**config.mk**
```make
export PLATFORM = sky130hd
export DESIGN_NAME = risc_pipeline_ctrl
export DESIGN_NICKNAME = d
export VERILOG_FILES = /design/src/rtl/risc_pipeline_ctrl_pkg.sv /design/src/rtl/risc_pipeline_ctrl_hazard_cmp.sv /design/src/rtl/risc_pipeline_ctrl.sv
export SDC_FILE = /design/constraint.sdc
export NUM_CORES = 1
export LEC_CHECK = 0
export BUFFER_PORTS_ARGS = -buffer_cell sky130_fd_sc_hd__buf_2
export CORE_MARGIN = 2
export CORE_UTILIZATION = 56
export DETAILED_ROUTE_END_ITERATION = 7
export GPL_TIMING_DRIVEN = 0
export HOLD_SLACK_MARGIN = 0.1
export PLACE_DENSITY_LB_ADDON = 0.2
export SKIP_LAST_GASP = 1
export SLEW_MARGIN = 5
export SYNTH_ARGS = -nofsm -noshare
export SYNTH_HDL_FRONTEND = slang
export SYNTH_SLANG_ARGS = --single-unit
```
**constraint.sdc**
```tcl
create_clock -name clk -period 5.55 [get_ports clk]
set_input_delay 0.2775 -clock clk [delete_from_list [all_inputs] [get_ports clk]]
set_output_delay 0.2775 -clock clk [all_outputs]
set_load 0.01 [all_outputs]
```
**src/rtl/risc_pipeline_ctrl_pkg.sv**
```systemverilog
// Shared encodings and shadow-register types for the 4-stage RISC pipeline sequencer.
// Branch-select codes double as PC-mux selects.
package risc_pipeline_ctrl_pkg;

    typedef enum logic [1:0] {
        BS_NEXT = 2'b00,
        BS_BRZ  = 2'b01,
        BS_JMR  = 2'b10,
        BS_JMP  = 2'b11
    } bs_t;

    localparam logic [1:0] PCSEL_NEXT = 2'b00;
    localparam logic [1:0] PCSEL_BRZ  = 2'b01;
    localparam logic [1:0] PCSEL_JMR  = 2'b10;
    localparam logic [1:0] PCSEL_JMP  = 2'b11;

    typedef enum logic [1:0] {
        MODE_NORMAL,
        MODE_HAZARD,
        MODE_TAKEN,
        MODE_FREEZE
    } pipe_mode_t;

    typedef struct packed {
        logic       rw;
        logic [4:0] da;
        logic [1:0] bs;
        logic       ps;
    } ex_shadow_t;

    typedef struct packed {
        logic       rw;
        logic [4:0] da;
    } wb_shadow_t;

    // BZ (PS=0) / BNZ (PS=1) depend on the flag; JMR and JMP/JML always redirect.
    function automatic logic is_taken(input logic [1:0] bs, input logic ps, input logic zero);
        return ((bs == BS_BRZ) && (zero ^ ps)) || (bs == BS_JMR) || (bs == BS_JMP);
    endfunction

endpackage

```
**src/rtl/risc_pipeline_ctrl_hazard_cmp.sv**
```systemverilog
// Single source-vs-destination RAW comparator; R0 is hardwired so it never matches.
module risc_hazard_cmp (
    input  logic [4:0] src,
    input  logic       used,
    input  logic [4:0] dst,
    input  logic       dst_rw,
    output logic       match
);

    assign match = used && dst_rw && (dst != 5'd0) && (src == dst);

endmodule

```
**src/rtl/risc_pipeline_ctrl.sv**
```systemverilog
// Pipeline sequencer for the IF/DOF/EX/WB RISC core: shadows decoder fields into EX/WB,
// resolves RAW hazards by stalling and taken branches by flushing, and counts both.
module risc_pipeline_ctrl
    import risc_pipeline_ctrl_pkg::*;
#(
    parameter int RF_WRITE_THROUGH = 1,
    parameter int CNT_W            = 16
) (
    input  logic             clk,
    input  logic             rst_n,
    input  logic             mem_wait,
    input  logic             rw_dof,
    input  logic [4:0]       da_dof,
    input  logic [4:0]       aa_dof,
    input  logic [4:0]       ba_dof,
    input  logic             ma_dof,
    input  logic             mb_dof,
    input  logic [1:0]       bs_dof,
    input  logic             ps_dof,
    input  logic             zero_ex,
    output logic             pc_en,
    output logic [1:0]       pc_sel,
    output logic             ir_en,
    output logic             ir_flush,
    output logic             ex_bubble,
    output logic [CNT_W-1:0] stall_cnt,
    output logic [CNT_W-1:0] flush_cnt
);

    localparam logic [CNT_W-1:0] CNT_ONE = CNT_W'(1);
    localparam logic [CNT_W-1:0] CNT_MAX = '1;

    ex_shadow_t ex_q;
    wb_shadow_t wb_q;
    pipe_mode_t mode;

    logic a_used, b_used;
    logic ex_a_hit, ex_b_hit, wb_a_hit, wb_b_hit;
    logic hazard, taken;

    assign a_used = !ma_dof;
    assign b_used = !mb_dof;

    risc_hazard_cmp u_cmp_ex_a (.src(aa_dof), .used(a_used), .dst(ex_q.da), .dst_rw(ex_q.rw), .match(ex_a_hit));
    risc_hazard_cmp u_cmp_ex_b (.src(ba_dof), .used(b_used), .dst(ex_q.da), .dst_rw(ex_q.rw), .match(ex_b_hit));
    risc_hazard_cmp u_cmp_wb_a (.src(aa_dof), .used(a_used), .dst(wb_q.da), .dst_rw(wb_q.rw), .match(wb_a_hit));
    risc_hazard_cmp u_cmp_wb_b (.src(ba_dof), .used(b_used), .dst(wb_q.da), .dst_rw(wb_q.rw), .match(wb_b_hit));

    // With a write-through register file the WB write is already visible to DOF reads.
    assign hazard = ex_a_hit || ex_b_hit ||
                    ((RF_WRITE_THROUGH == 0) && (wb_a_hit || wb_b_hit));
    assign taken  = is_taken(ex_q.bs, ex_q.ps, zero_ex);

    always_comb begin
        if (mem_wait)    mode = MODE_FREEZE;
        else if (taken)  mode = MODE_TAKEN;
        else if (hazard) mode = MODE_HAZARD;
        else             mode = MODE_NORMAL;
    end

    // NOTE: every output gets a default before the case, so no path leaves a latch behind.
    always_comb begin
        pc_en     = 1'b0;
        pc_sel    = PCSEL_NEXT;
        ir_en     = 1'b0;
        ir_flush  = 1'b0;
        ex_bubble = 1'b0;
        if (!rst_n) begin
            // Held in reset: keep NOPs flowing into IR and EX so release starts clean.
            ir_flush  = 1'b1;
            ex_bubble = 1'b1;
        end else begin
            unique case (mode)
                MODE_TAKEN: begin
                    pc_en     = 1'b1;
                    pc_sel    = ex_q.bs;
                    ir_en     = 1'b1;
                    ir_flush  = 1'b1;
                    ex_bubble = 1'b1;
                end
                MODE_HAZARD: ex_bubble = 1'b1;
                MODE_NORMAL: begin
                    pc_en = 1'b1;
                    ir_en = 1'b1;
                end
                default: ;
            endcase
        end
    end

    // NOTE: sequential state uses non-blocking assignments so wb_q samples the old ex_q.
    always_ff @(posedge clk or negedge rst_n) begin
        if (!rst_n) begin
            ex_q      <= '0;
            wb_q      <= '0;
            stall_cnt <= '0;
            flush_cnt <= '0;
        end else if (!mem_wait) begin
            wb_q.rw <= ex_q.rw;
            wb_q.da <= ex_q.da;
            if (ex_bubble) begin
                ex_q <= '0;
            end else begin
                ex_q.rw <= rw_dof;
                ex_q.da <= da_dof;
                ex_q.bs <= bs_dof;
                ex_q.ps <= ps_dof;
            end
            if (mode == MODE_HAZARD && stall_cnt != CNT_MAX) stall_cnt <= stall_cnt + CNT_ONE;
            if (mode == MODE_TAKEN && flush_cnt != CNT_MAX)  flush_cnt <= flush_cnt + CNT_ONE;
        end
    end

endmodule

```
## Word-level counts from Yosys, hierarchy flattened

Index checks and enable logic that the tools add are counted.

| storage, ports and cells | value |
|---|---|
| register bits after elaboration | 41 |
| input bits | 25 |

| cells by class | value |
|---|---|
| bitwise operators | 2 |
| eq/ne operators | 9 |
| add/subtract/negate cells | 2 |
| multiplexer cells | 12 |
| reductions and logical operators | 20 |

Operators with widths:

| kind | count |
|---|---|
| $add A16 B1 Y16 const B | 2 |
| $ne A16 B16 Y1 const B | 2 |
| $eq A5 B5 Y1 | 2 |
| $logic_and A1 B1 Y1 | 9 |
| $mux W9 | 1 |
| $mux W2 | 4 |
| $mux W1 | 7 |
| $eq A2 B2 Y1 const B | 3 |
| $reduce_bool A5 Y1 | 1 |
| $eq A2 B1 Y1 const B | 2 |
| $reduce_and A2 Y1 | 2 |
| $reduce_or A2 Y1 | 2 |
| $logic_or A1 B1 Y1 | 3 |
| $logic_not A1 Y1 | 2 |
| $logic_not A2 Y1 | 1 |
| $not A1 Y1 | 1 |
| $xor A1 B1 Y1 | 1 |

## Logic depth before layout (Yosys ltp)

Gate-level depths: netlist of the first run.

| depth | value |
|---|---|
| depth after elaboration | 13 |
| depth in mapped cells | 9 |
| gate-level depth less buffers | 9 |

## Cells and area by module

Synthesis of the first run repeated with hierarchy kept, for this count alone.

| second synthesis, totals | value |
|---|---|
| cell total of the unflattened synthesis | 215 |
| area total of the unflattened synthesis | 2,128.3 µm² |

Modules (own cells, without submodules):

| module | times used | area each (µm²) | cells an instance | seq. area each (µm²) |
|---|---|---|---|---|
| risc_pipeline_ctrl | 1 | 1,975.6 | 195 | 1,026.0 |
| risc_hazard_cmp | 2 | 76.3 | 10 | 0.0 |

## Worst setup path after synthesis of the first run

No wires, ideal clock.

| timing path | value |
|---|---|
| path kind | reg2reg |
| start | register ex_q[3] (netlist bit) |
| end | register flush_cnt[13] |
| period minus slack after synthesis | 2.503 ns |
| cell stages (with the launch flop) | 9 |
| buffers on the path | 0 |
| path slack | 3.047 ns |
| arrival | 2.424 ns |
| path through | dfrtp_1 > or4_1 > o21a_1 > a21oi_1 > ha_1 > nand2b_1 > or3_1 > nor4bb_1 > xor2_1 |

| on the way | value |
|---|---|
| word-level cells in the longest chain between the ends | 10 |

Ends and longest elaborated chain:

| item | RTL line | text |
|---|---|---|
| start, declared | risc_pipeline_ctrl.sv:33 | `ex_shadow_t ex_q;` |
| $reduce_bool A5 Y1 | risc_pipeline_ctrl_hazard_cmp.sv:10 | `assign match = used && dst_rw && (dst != 5'd0) && (src == dst);` |
| $logic_and A1 B1 Y1 (2 in a row) | risc_pipeline_ctrl_hazard_cmp.sv:10 |  |
| $logic_or A1 B1 Y1 (*) | risc_pipeline_ctrl.sv:50 | `assign hazard = ex_a_hit \|\| ex_b_hit \|\|` |
| $mux W1 (*) | risc_pipeline_ctrl.sv:57 | `else if (hazard) mode = MODE_HAZARD;` |
| $mux W2 (*) | risc_pipeline_ctrl.sv:56 | `else if (taken) mode = MODE_TAKEN;` |
| $mux W2 (*) | risc_pipeline_ctrl.sv:55 | `if (mem_wait) mode = MODE_FREEZE;` |
| $eq A2 B2 Y1 (*) | risc_pipeline_ctrl.sv:110 | `if (mode == MODE_TAKEN && flush_cnt != CNT_MAX) flush_cnt <= flush_cnt + CNT_ONE;` |
| $logic_and A1 B1 Y1 (*) | risc_pipeline_ctrl.sv:110 |  |
| $reduce_and A2 Y1 (no source line) (*) | - |  |
| end signal, assigned | risc_pipeline_ctrl.sv:110 |  |
| end, declared | risc_pipeline_ctrl.sv:27 | `output logic [CNT_W-1:0] flush_cnt` |

Mark *: on every way between the ends. The rest lies on a longest branch, timed or not.
A chain may end at the register's enable or synchronous reset.

## Final worst setup path of the first run

Ends and elaborated chain as after synthesis.

==> summary by stage, run 1 <==
Outcome
The flow ran to the end, and the final reports show no timing, DRC or antenna violations.

Clock tree
The TritonCTS clock tree is built. The number of buffers created by CTS is 5. The longest clock path from root to sink contains 2 buffers. At the later pin of the worst-skew pair, clock insertion delay measures roughly 0.30 ns. The number of levels in the clock H-tree is 2. CTS placed an instance of clkbuf_8 at the clock tree root. The post-CTS setup buffer count is 0.

The count of cells resized by post-cts repair is 0. For this design, the CTS-stage hold fixing added 0 buffers. The clock sink count is 41. The clock-pin slew on the worst setup and hold paths is 0.07 ns.

Power
The analysis attributes to cell leakage a power of 1.304 nW. The combinational fraction of design power is 22.6%. The worst-case IR drop observed on VDD is 0.0002202 V.

Summed over all nets, the switching power comes to 0.0002492 W. The power per unit of standard cell area is 291.9 nW/µm². The switching share of power is 32.24%. The internal power contribution is 0.0005236 W. In this run, the clock network consumes 25.4% of the power. Per report_power, the sequential group accounts for 52.0% of the total.

Floorplan
Row generation in the floorplan step produced 22 rows. The die outline width is between 60 and 70 µm. The core box area is around 3700 µm². The floorplan step defined a die boundary enclosing 4428 µm². Once the floorplan was initialized, standard cells occupied 58.96% of the core.

63 I/O pins were placed. Measured along the y axis, the die boundary spans approximately 67 µm.

Place
The congestion estimate from routability-driven global placement came to 0.8346. The half-perimeter wire length after detailed placement is 3407 µm. The total instance count after detailed placement is 331. The count of input and output buffers is 62.

Yosys
The synthesized netlist devotes between 5 and 6% of its cell area to compound gates. The number of warnings reported in the yosys synthesis log is 0. The netlist area before placement is between 2000 and 2500 µm². The proportion of synthesized chip area in sequential cells is 46.83%. The average footprint of a synthesized cell is 9.913 µm². The post-synthesis cell type count is 39. The post-synthesis share of cell area spent on and, or, nand and nor gates is 27.58%. After Yosys synthesis, XOR and XNOR cells account for around 14% of the synthesized area. Counting every instance in the synthesized netlist gives between 200 and 250. Yosys attributes the largest share of cell area to dfrtp_1, xnor2_1, xor2_1.

The flip-flop and latch count after synthesis is around 40. The post-synthesis adder-cell area fraction is under 10%. When the netlist entered floorplanning its net count stood at 250. The portion of synthesized area spent on multiplexers is 1.028%. The largest family of logic cells by synthesized area is simple AND/OR/NAND/NOR gates.

The top cell type by area accounts for 46.83% of the synthesized area. The cell type contributing the most total cell area after synthesis is dfrtp_1.

Final layout
The layout overhead on the synthesized area is 20.85%. At the end of the flow, the number of nets in the layout was roughly 320. The number of diodes added for antenna fixing is 0. For this run, the number of standard cells in the final layout without fillers is 338. The proportion of layout cells with a drive suffix above 1 is 27.59%. The most frequent standard cell in the layout excluding fill and tap cells is buf_2. The library cells used most frequently in the layout, excluding fill and tap cells, are buf_2, dfrtp_1, nand2_1.

STA
At the pin with the least slew margin, the transition time is between 0.9 and 1 ns. Hold timing on the final database bottoms out at a slack of 0.1233 ns. The setup clock skew after layout is 0.004865 ns. The clock period minus worst slack is 2.855 ns.

Setup violations remaining at the end of the flow were counted as 0. Setup repair after global routing left no endpoint under its margin. The final-layout setup total negative slack is 0 ns. The maximum clock frequency is ~350 MHz. In this run the tightest slew margin relative to its limit is between 30% and 40%. The final critical-path share of the clock period is 51.44%.

The number of pins with negative max-slew slack in the final report is 0. The final count of hold timing violations was 0.

Worst setup path
The nature of the critical path endpoint is a flop. Of all nets on the critical path, the largest fanout is 6. The type of the setup path with the least slack is reg -> reg. Data arrives at the worst endpoint at 3.07 ns.

Across all register-to-register paths, the minimum setup slack is roughly 2.7 ns. Data on the critical path is required at its endpoint by 5.77 ns. Traced cell by cell, the critical path runs through or4_1 -> o21a_1 -> a21oi_1 -> ha_1 -> nand2b_1 -> or3_1 -> nor4bb_1 -> xor2_1. For this run, the slowest stage of the critical path takes 0.54 ns. The slowest library cell on the worst path is or4_1.

The launching element type of the critical path is a flop.

Global routing
The overall global routing resource usage is 23.05%. The met3 track demand over resource is 4.392%. The layer flagged by global routing as most heavily used is met2. The initial antenna violation count is 0. In the global route stage, met2 resource usage came out at between 40% and 50%. The via count of the first global-routing pass is around 1800. Entering global routing, the biggest net connects between 40 and 50 pins. The first global-routing pass estimated ~7700 µm of wire.

Global routing finished with a remaining overflow of 0. The met1 usage in global routing is about 26%.

Flow run
The tool flagged a number of max-cap violations equal to 0.

Route
The total via count in the routed design is 1896. Using the TritonRoute via totals, the vias-per-cell ratio works out to around 5.6. The residual antenna-violating net count after detailed routing is 0. The post-detailed-route DRC marker count is 0. The starting DRC count in detailed routing is 98. Dividing the detail-routed wire length by the instance count gives 13.57 µm. The first detailed-routing pass ran for 5 iterations. Wires add up to 4588 µm.

Worst hold path
The path class of the tightest hold or removal check is in -> async.
through the flow:
stage	instance area (µm²)	utilization [%]	power [W]	setup WS (ns)
after global placement	2561	68.92	0.0005763	2.793
after detailed placement	2561	68.92	0.0005854	2.701
after CTS	2648	71.25	0.0007809	2.685
after global routing	2648	71.25	0.0008175	2.517
after floorplan	2191	-	0.0005004	3.047
final	2648	71.25	0.0007727	2.695
cells by family after synthesis:
family | after synthesis
buffers and inverters | 11
multiplexers | 2
XOR/XNOR | 36
flip-flops | 41
AO/OA/AOI/OAI | 22
AND/OR/NAND/NOR | 105
adder cells (fa/ha/maj) | 4
worst paths after layout:
path | startpoint | endpoint | depth (start not counted)
max | ex_q[3] | flush_cnt[13] | 8
min | rst_n | flush_cnt[11] | 1
max reg2reg | ex_q[3] | flush_cnt[13] | 8
min reg2reg | flush_cnt[8] | flush_cnt[8] | 1
max in group asynchronous | rst_n | stall_cnt[14] | 1
min in group clk | bs_dof[1] | ex_q[2] | 3
critical path: cells and delay by family, from the launching register on:
family / cells / cell delay, ns
AOI/OAI and AO/OA: 2 / 0.38
xor gates and xnor gates: 1 / 0.20
and+or+nand+nor: 4 / 1.53
DFF: 1 / 0.43
adders and majority gates: 1 / 0.24
metal layers:
layer  wire [µm]  part of all wire (%)
met2        2329                    51
met1        1898                    41
met5           0                     0
met4         128                   2.8
met3         232                   5.1
power by group through the flow:
stage	combinational (W)	clock (W)	sequential, W
6_report	0.000174	0.000196	0.000402
2_1_floorplan	0.0000840	0	0.000416
4_1_cts	0.000178	0.000200	0.000403
5_1_grt	0.000195	0.000212	0.000410
3_5_place_dp	0.000177	0	0.000409
3_3_place_gp	0.000171	0	0.000406
synthesized netlist by cell type (all sizes together):
cell type and instances:
nor2b 1, nor2 13, buf 1, xor2 18, nor4 9, or3 2
mux2 2, nor4b 1, nor3 10, or2b 1, a21oi 4, o22ai 1
nor3b 1, xnor2 18, nand2 30, ha 4, clkbuf 3, o21ai 9
and2 2, nand4 9, o21a 2, inv 7, or4 2, nand2b 2
a41oi 1, and3 3, a31oi 4, nand3 9, dfrtp 41, nand3b 4
nand4b 2, a21o 1, or2 2, nor4bb 2
layout make-up:
class                           instances  area (µm²)
Sequential cell                        41        1026
Tap cell                               48       60.06
Fill cell                             315        1069
Buffer                                  4       18.77
Timing Repair Buffer                   62       310.3
Inverter                                7       26.28
Multi-Input combinational cell        169        1120
Clock buffer                            7       86.33
registers in the layout (all words and copies together), names as in the netlist:
name and count:
ex_q 9, flush_cnt 16, stall_cnt 16
Note: power is estimated with default switching activity, not from simulation.
==> run 2, diff against run 1 <==
- CORE_UTILIZATION: 56 -> 52
- clock period: 5.55 -> 2.7 ns (I/O delays scaled with it)
==> summary by stage, run 2 (synthesized netlist as in run 1, its figures left out) <==
Outcome
Result of the run: completed (unchanged).

Floorplan
The initial core utilization came to 54.38% (was 58.96%). The core box area is 4029 µm² (was 3716 µm²). The die outline width was 68.91 µm (was 66.55 µm).

The height of the chip is 68.91 µm (was 66.55 µm). The number of rows in the core area was 23 (was 22). The die footprint is 4749 µm² (was 4428 µm²). The I/O pin count came to 63 (unchanged).

Final layout
Biggest registers after layout: flush_cnt: 16 flops, stall_cnt: 16 flops, ex_q: 9 flops (unchanged). The most frequent standard cell in the layout excluding fill and tap cells is buf_2 (unchanged). The number of nets in the final layout is 330 (was 319). The final cell utilization of the core is 70.00% (was 71.25%). The number of diodes added for antenna fixing was 0 (unchanged).

Most frequent cells in the layout: buf_2, dfrtp_1, nand2_1 (unchanged). The fill cell total of the finished layout came to 313 (was 315). The post-layout instance area is 2820 µm² (was 2648 µm²).

The layout overhead on the synthesized area is 28.73% (was 20.85%). The proportion of layout cells with a drive suffix above 1 is 30.90% (was 27.59%).

STA
The measured slew at the worst slew-check pin came to 1.043 ns (was 0.9435 ns). The maximum clock frequency is 382.1 MHz (was 350.3 MHz). The setup violation total in the final timing report came to 0 (unchanged). The number of pins with negative max-slew slack in the final report was 0 (unchanged). The final worst hold slack came to 0.3045 ns (was 0.1233 ns). The clock period minus worst slack is 2.617 ns (was 2.855 ns). The final count of hold timing violations is 0 (unchanged). RSZ-0062 raised after global routing: yes (was no). The relative slew slack is 29.84% (was 37.10%). The setup clock skew after layout is 0.002882 ns (was 0.004865 ns).

The final critical-path share of the clock period is 96.94% (was 51.44%). The final critical-path setup slack is 0.08266 ns (was 2.695 ns).

Route
The wire length on met1 is 2057 µm (was 1898 µm). The first-pass iteration count of the detailed router came to 4 (was 5). The sum of routed wire length over all layers is 4663 µm (was 4588 µm). The top metal layer carrying routed signals is met4 (unchanged).

The total via count in the routed design is 1900 (was 1896). The via count normalized by instance count was 5.413 (was 5.609). The post-detailed-route DRC marker count is 0 (unchanged). The amount of wire on met2 after detailed routing came to 2307 µm (was 2329 µm). The total met3 wirelength after detailed routing is 255 µm (was 232 µm).

The routed length per placed instance came to 13.28 µm (was 13.57 µm). The residual antenna-violating net count after detailed routing is 0 (unchanged). The starting DRC count in detailed routing is 133 (was 98).

Worst hold path
The worst min-delay path category is in -> reg (was in -> async). The hold path startpoint is mem_wait.

Place
The cell area reported after detailed placement is 2564 µm² (was 2561 µm²). The worst setup timing slack at the placement stage is -0.06915 ns (was 2.701 ns). The count of input and output buffers is 62 (unchanged). The routability-driven placement congestion ratio is 0.8232 (was 0.8346). The half-perimeter wire length after detailed placement is 3309 µm (was 3407 µm).

Global routing
The initial antenna violation count came to 0 (unchanged). The aggregate global routing overflow is 0 (unchanged). The overall global routing resource usage was 21.31% (was 23.05%). The via count of the first global-routing pass is 1731 (was 1841). The first-pass GRT wire length is 7493 µm (was 7693 µm).

The pin count of the biggest net entering global routing was 47 (unchanged).

Worst setup path
The data required time of the worst path is 2.92 ns (was 5.77 ns). The startpoint of the most critical register-to-register path is ex_q[3] (unchanged). The type of the setup path with the least slack is reg -> reg (unchanged). The first element of the critical path is ex_q[3] (unchanged). The nature of the critical path endpoint is a flop (unchanged). The maximum fanout encountered on the critical timing path is 6 (unchanged).

The launching element type of the critical path is a flop (unchanged). The critical path data arrival time is 2.83 ns (was 3.07 ns). The delay of the slowest cell on the worst path is 0.54 ns (about the same). The slowest library cell on the worst path is or4_1 (unchanged). Sequence of cells on the critical path: or4_1 -> o21a_1 -> a21oi_1 -> ha_2 -> nand2b_4 -> or3_4 -> nor4bb_2 -> xor2_1 (was or4_1 -> o21a_1 -> a21oi_1 -> ha_1 -> nand2b_1 -> or3_1 -> nor4bb_1 -> xor2_1).

Clock tree
The TritonCTS clock tree is built (unchanged). The clock-pin slew on the worst setup and hold paths is 0.07 ns (about the same). The clock root buffer is clkbuf_8 (unchanged). The deepest clock path buffer count came to 2 (unchanged). The number of levels in the clock H-tree is 2 (unchanged). The clock sink count came to 41 (unchanged). The number of buffers created by CTS came to 5 (unchanged). The latest clock arrival within the worst-skew pair is 0.29 ns (was 0.30 ns).

Power
The worst ir drop on vdd is 0.0005119 V (was 0.0002202 V). The power per unit of standard cell area is 569.9 nW/µm² (was 291.9 nW/µm²). The leakage power is 1.364 nW (was 1.304 nW).

Flow run
The number of violations of the max-capacitance limit is 0 (unchanged).
-- run 2: cell count changes in the layout (fill, tap and decap cells not counted), moves of 2 or more --
cell | before | now
dlygate4sd3_1 | 0 | 10
nor3_1 | 10 | 8
ha_1 | 4 | 2
buf_4 | 1 | 3
ha_2 | 0 | 2
nor3_2 | 0 | 2
-- run 2: worst paths after layout --
path	end	slack, ns	depth (start not counted)
hold / removal	stall_cnt[2]	0.30	4
hold reg to reg	flush_cnt[8]	0.49	1
setup reg to reg	flush_cnt[13]	0.08	8
setup / recovery	flush_cnt[13]	0.08	8
max in group asynchronous	ex_q[4]	1.52	2
min in group asynchronous	flush_cnt[13]	0.53	2
-- run 2: cell type report --
class / instances / area (µm²) / area share, %
clock buffer: 7 / 86.33 / 3.061
inverter: 7 / 26.28 / 0.9317
buffer: 3 / 15.01 / 0.5324
sequential: 41 / 1027 / 36.42
multi-input combinational: 169 / 1177 / 41.75
timing repair buffer: 74 / 425.4 / 15.08
tap: 50 / 62.56 / 2.218
-- run 2: what timing repair did --
item,CTS,global route
cloned,0,0
endpoints found under the setup margin,6,12
hold buffers,10,0
buffers inserted,0,2
resized for setup,3,9
endpoints found under the hold margin,50,0
pin swaps,0,5
-- run 2: through the flow --
step | cells | TNS [ns] | power (W)
floorplan | 221 | 0 | 0.001029
CTS | 349 | -0.005159 | 0.001615
global route | 351 | -0.1101 | 0.001717
finish | 351 | 0 | 0.001607
detailed placement | 333 | -0.07048 | 0.001204
global placement | 333 | -0.06450 | 0.001185
-- run 2: critical path, delay by kind of cell, from the launching register on --
family | cells | cell delay [ns]
AOI/OAI and AO/OA | 2 | 0.37
xor gates and xnor gates | 1 | 0.16
adders and majority gates | 1 | 0.27
DFF | 1 | 0.43
and+or+nand+nor | 4 | 1.32
-- run 2: where the power goes --
group / leakage, nW / internal (W) / switching [W]
Sequential: 0.528 / 0.000704 / 0.000127
Combinational: 0.791 / 0.000186 / 0.000191
Clock: 0.0443 / 0.000203 / 0.000197
Total: 1.36 / 0.00109 / 0.000515
-- run 2: per-layer routing --
layer | GRT usage [%] | vias up
met3 | 7.305 | 4
met4 | 5.882 | 0
met1 | 26.25 | 915
li1 | - | 933
met2 | 35.58 | 48
met5 | 0 | -
==> run 3, diff against run 2 <==
- CAP_MARGIN: not set -> 20
- CORE_UTILIZATION: 52 -> 51
- SYNTH_HIERARCHICAL: not set -> 1
==> summary by stage, run 3 <==
Global routing
The met2 track demand over resource is 36.78% (was 35.58%). The pin count of the biggest net entering global routing was 47 (unchanged). The met3 track demand over resource is 3.896% (was 7.305%). The initial antenna violation count is 0 (unchanged). The met1 usage in global routing came to 30.11% (was 26.25%). The via count of the first global-routing pass is 1720 (was 1731). The first-pass GRT wire length is 7762 µm (was 7493 µm). The overall global routing resource usage is 22.35% (was 21.31%). The routing layer with the top usage in global route is met2 (unchanged). The aggregate global routing overflow came to 0 (unchanged).

Power
The post-route total power is 0.001606 W (was 0.001607 W). The leakage power is 1.454 nW (was 1.364 nW). The power per unit of standard cell area came to 541.3 nW/µm² (was 569.9 nW/µm²).

The register share of total power is 49.8% (was 51.7%). The switching share of power was 32.35% (was 32.04%). The worst ir drop on vdd came to 0.0004442 V (was 0.0005119 V).

The combinational fraction of design power came to 26.6% (was 23.4%). The internal power contribution is 0.001086 W (was 0.001092 W). The share of power burned in the clock network is 23.6% (was 24.9%). The total net switching power came to 0.0005195 W (was 0.0005150 W).

Worst setup path
The data required time of the worst path is 2.87 ns (was 2.92 ns). Sequence of cells on the critical path: nor4_4 -> o21ai_1 -> nor3b_2 -> or2_4 -> a21oi_4 -> ha_4 -> nor2b_4 -> nand4_1 -> nor3_4 -> nand4_1 -> xnor2_1 (was or4_1 -> o21a_1 -> a21oi_1 -> ha_2 -> nand2b_4 -> or3_4 -> nor4bb_2 -> xor2_1). The launching element type of the critical path was a flop (unchanged). Counting stages on the worst path, the most repeated cell is nand4_1. The delay of the slowest cell on the worst path came to 0.46 ns (was 0.54 ns). The nature of the critical path endpoint is a flop (unchanged). The maximum fanout encountered on the critical timing path came to 6 (unchanged). The slowest library cell on the worst path is dfrtp_2 (was or4_1).

The depth of the worst register-to-register path is 11 (was 8). The critical path's top delay family is simple AND/OR/NAND/NOR gates (unchanged). The critical path data arrival time was 2.84 ns (was 2.83 ns).

The number of logic stages on the critical path including buffering is 11 (was 8). The type of the setup path with the least slack is reg -> reg (unchanged). The buffers plus inverters on the worst setup path is 0 (unchanged).

Yosys
The average footprint of a synthesized cell is 9.899 µm² (was 9.913 µm²). The number of enable flip-flop cells after synthesis is 0 (unchanged). The area share of the largest cell type after synthesis is 48.21% (was 46.83%). The post-synth net total is 244 (was 250). The post-synthesis cell type count is 38 (was 39). Top cells by area, synth: dfrtp_1, xnor2_1, nand2_1 (was dfrtp_1, xnor2_1, xor2_1). The cell type contributing the most total cell area after synthesis was dfrtp_1 (unchanged). The netlist area before placement is 2128 µm² (was 2191 µm²).

The most common cell in the netlist is dfrtp_1 (unchanged). The proportion of synthesized chip area in sequential cells is 48.21% (was 46.83%). The main flop type after synthesis is dfrtp_1 (unchanged). Most common library cells after synthesis: dfrtp_1, nand2_1, xnor2_1 (was dfrtp_1, nand2_1, xnor2_1, xor2_1, nor2_1). The flip-flop and latch count after synthesis came to 41 (unchanged).

The instance count of the mapped netlist came to 215 (was 221). The proportion of synthesized flip-flops having asynchronous set or reset is 100.0% (unchanged). The number of warnings reported in the yosys synthesis log is 6 (was 0).

Route
The starting DRC count in detailed routing is 78 (was 133). The residual antenna-violating net count after detailed routing is 0 (unchanged). The routed length per placed instance is 14.55 µm (was 13.28 µm).

The total via count in the routed design is 1862 (was 1900). The sum of routed wire length over all layers was 5238 µm (was 4663 µm). The first-pass iteration count of the detailed router is 4 (unchanged). The via count normalized by instance count is 5.172 (was 5.413). The post-detailed-route DRC marker count is 0 (unchanged).

Clock tree
The number of levels in the clock H-tree is 2 (unchanged). The clock root buffer was clkbuf_8 (unchanged). The latest clock arrival within the worst-skew pair is 0.29 ns (about the same). The TritonCTS clock tree was built (unchanged). The clock sink count came to 41 (unchanged). The deepest clock path buffer count was 2 (unchanged).

The clock-pin slew on the worst setup and hold paths came to 0.08 ns (was 0.07 ns). The number of buffers created by CTS is 5 (unchanged).

Final layout
The proportion of layout cells with a drive suffix above 1 came to 38.39% (was 30.90%). The layout overhead on the synthesized area is 39.39% (was 28.73%). The post-layout instance area is 2967 µm² (was 2820 µm²).

The number of diodes added for antenna fixing is 0 (unchanged). Most frequent cells in the layout: buf_2, dfrtp_1, nand2_1 (unchanged). The number of nets in the final layout is 338 (was 330).

Biggest registers after layout: flush_cnt: 16 flops, stall_cnt: 16 flops, ex_q: 9 flops (unchanged). The most frequent standard cell in the layout excluding fill and tap cells is buf_2 (unchanged).

STA
The setup clock skew after layout came to 0.007775 ns (was 0.002882 ns). The setup violation total in the final timing report came to 0 (unchanged). The measured slew at the worst slew-check pin came to 0.9706 ns (was 1.043 ns).

The maximum clock frequency is 374.8 MHz (was 382.1 MHz). The final count of hold timing violations is 0 (unchanged). RSZ-0062 raised after global routing: yes (unchanged).

The clock period minus worst slack is 2.668 ns (was 2.617 ns). The final critical-path share of the clock period is 98.82% (was 96.94%). The relative slew slack is 35.30% (was 29.84%). The number of pins with negative max-slew slack in the final report was 0 (unchanged).

Floorplan
The number of rows in the core area came to 23 (unchanged). The die outline width is 68.60 µm (was 68.91 µm). The height of the chip is 68.60 µm (was 68.91 µm). The die footprint was 4706 µm² (was 4749 µm²). The initial core utilization was 53.21% (was 54.38%). The core box area was 4000 µm² (was 4029 µm²). The I/O pin count is 63 (unchanged).

Worst hold path
The cell count of the worst hold path came to 3 (was 4). The worst min-delay path category is in -> reg (unchanged).

Flow run
The number of violations of the max-capacitance limit is 0 (unchanged).

Outcome
Result of the run: completed (unchanged).

Place
The count of input and output buffers came to 62 (unchanged). The routability-driven placement congestion ratio is 0.7883 (was 0.8232). The cell area reported after detailed placement is 2506 µm² (was 2564 µm²).

The half-perimeter wire length after detailed placement is 3412 µm (was 3309 µm).
==> run 3: repair_timing <==
item | 4_1_cts | 5_1_grt
pin swaps | 8 | 13
endpoints found under the hold margin | 49 | 0
buffers inserted | 10 | 7
hold buffers | 9 | 0
gates resized for setup | 20 | 17
endpoints found under the setup margin | 26 | 15
==> run 3: worst paths after layout <==
| check | start | end | slack (ns) |
|---|---|---|---|
| max in group asynchronous | rst_n | ex_q[5] | 1.49 |
| min | rw_dof | ex_q[8] | 0.11 |
| min in group asynchronous | rst_n | flush_cnt[12] | 0.54 |
| max | ex_q[4] | flush_cnt[15] | 0.03 |
| min reg2reg | stall_cnt[7] | stall_cnt[7] | 0.49 |
| max reg2reg | ex_q[4] | flush_cnt[15] | 0.03 |
==> run 3: tightest hold or removal path, delay by kind of cell <==
kind	cells	cell delay, ns
AOI/OAI and AO/OA	1	0.07
and+or+nand+nor	1	0.05
buffers and inverters	1	0.09
==> run 3: kinds of logic after synthesis <==
logic type / share of synthesized area, %
AND/OR/NAND/NOR: 24.46
adder cells (fa/ha/maj): 2.352
multiplexers: 1.234
XOR/XNOR: 13.58
buffers and inverters: 2.822
flip-flops: 48.21
AO/OA/AOI/OAI: 7.349
==> run 3: per-stage QoR <==
stage	setup slack [ns]	cells	TNS [ns]	utilization [%]	hold slack, ns
6_report	0.03190	360	0	74.16	0.1069
5_1_grt	-0.1527	360	-0.9281	74.16	0.1101
4_1_cts	0.02615	353	0	70.85	0.1037
2_1_floorplan	0.03547	215	0	-	-0.1606
3_3_place_gp	-0.4521	327	-2.664	62.65	0.3342
3_5_place_dp	-0.5456	327	-4.585	62.65	0.3326
==> run 3: power groups by stage <==
stage	registers (W)	clock network, W	logic [W]
finish	0.000800	0.000379	0.000427
global route	0.000811	0.000413	0.000467
CTS	0.000796	0.000390	0.000401
detailed placement	0.000803	0	0.000358
global placement	0.000802	0	0.000339
floorplan	0.000824	0	0.000174
==> run 3: cell type report <==
cell class / count / area [µm²]
multi-input combinational: 159 / 1206
fill: 296 / 1033
sequential: 41 / 1031
timing repair buffer: 88 / 528.0
clock buffer: 6 / 72.57
tap: 50 / 62.56
inverter: 11 / 41.29
buffer: 3 / 15.01
clock inverter: 2 / 10.01
==> run 3: layer usage <==
metal	share of wire [%]	wire (µm)	up-vias
li1	-	-	928
met1	45	2331	888
met2	50	2635	41
met3	4.4	230	5
met4	0.76	40	0
met5	0	0	-
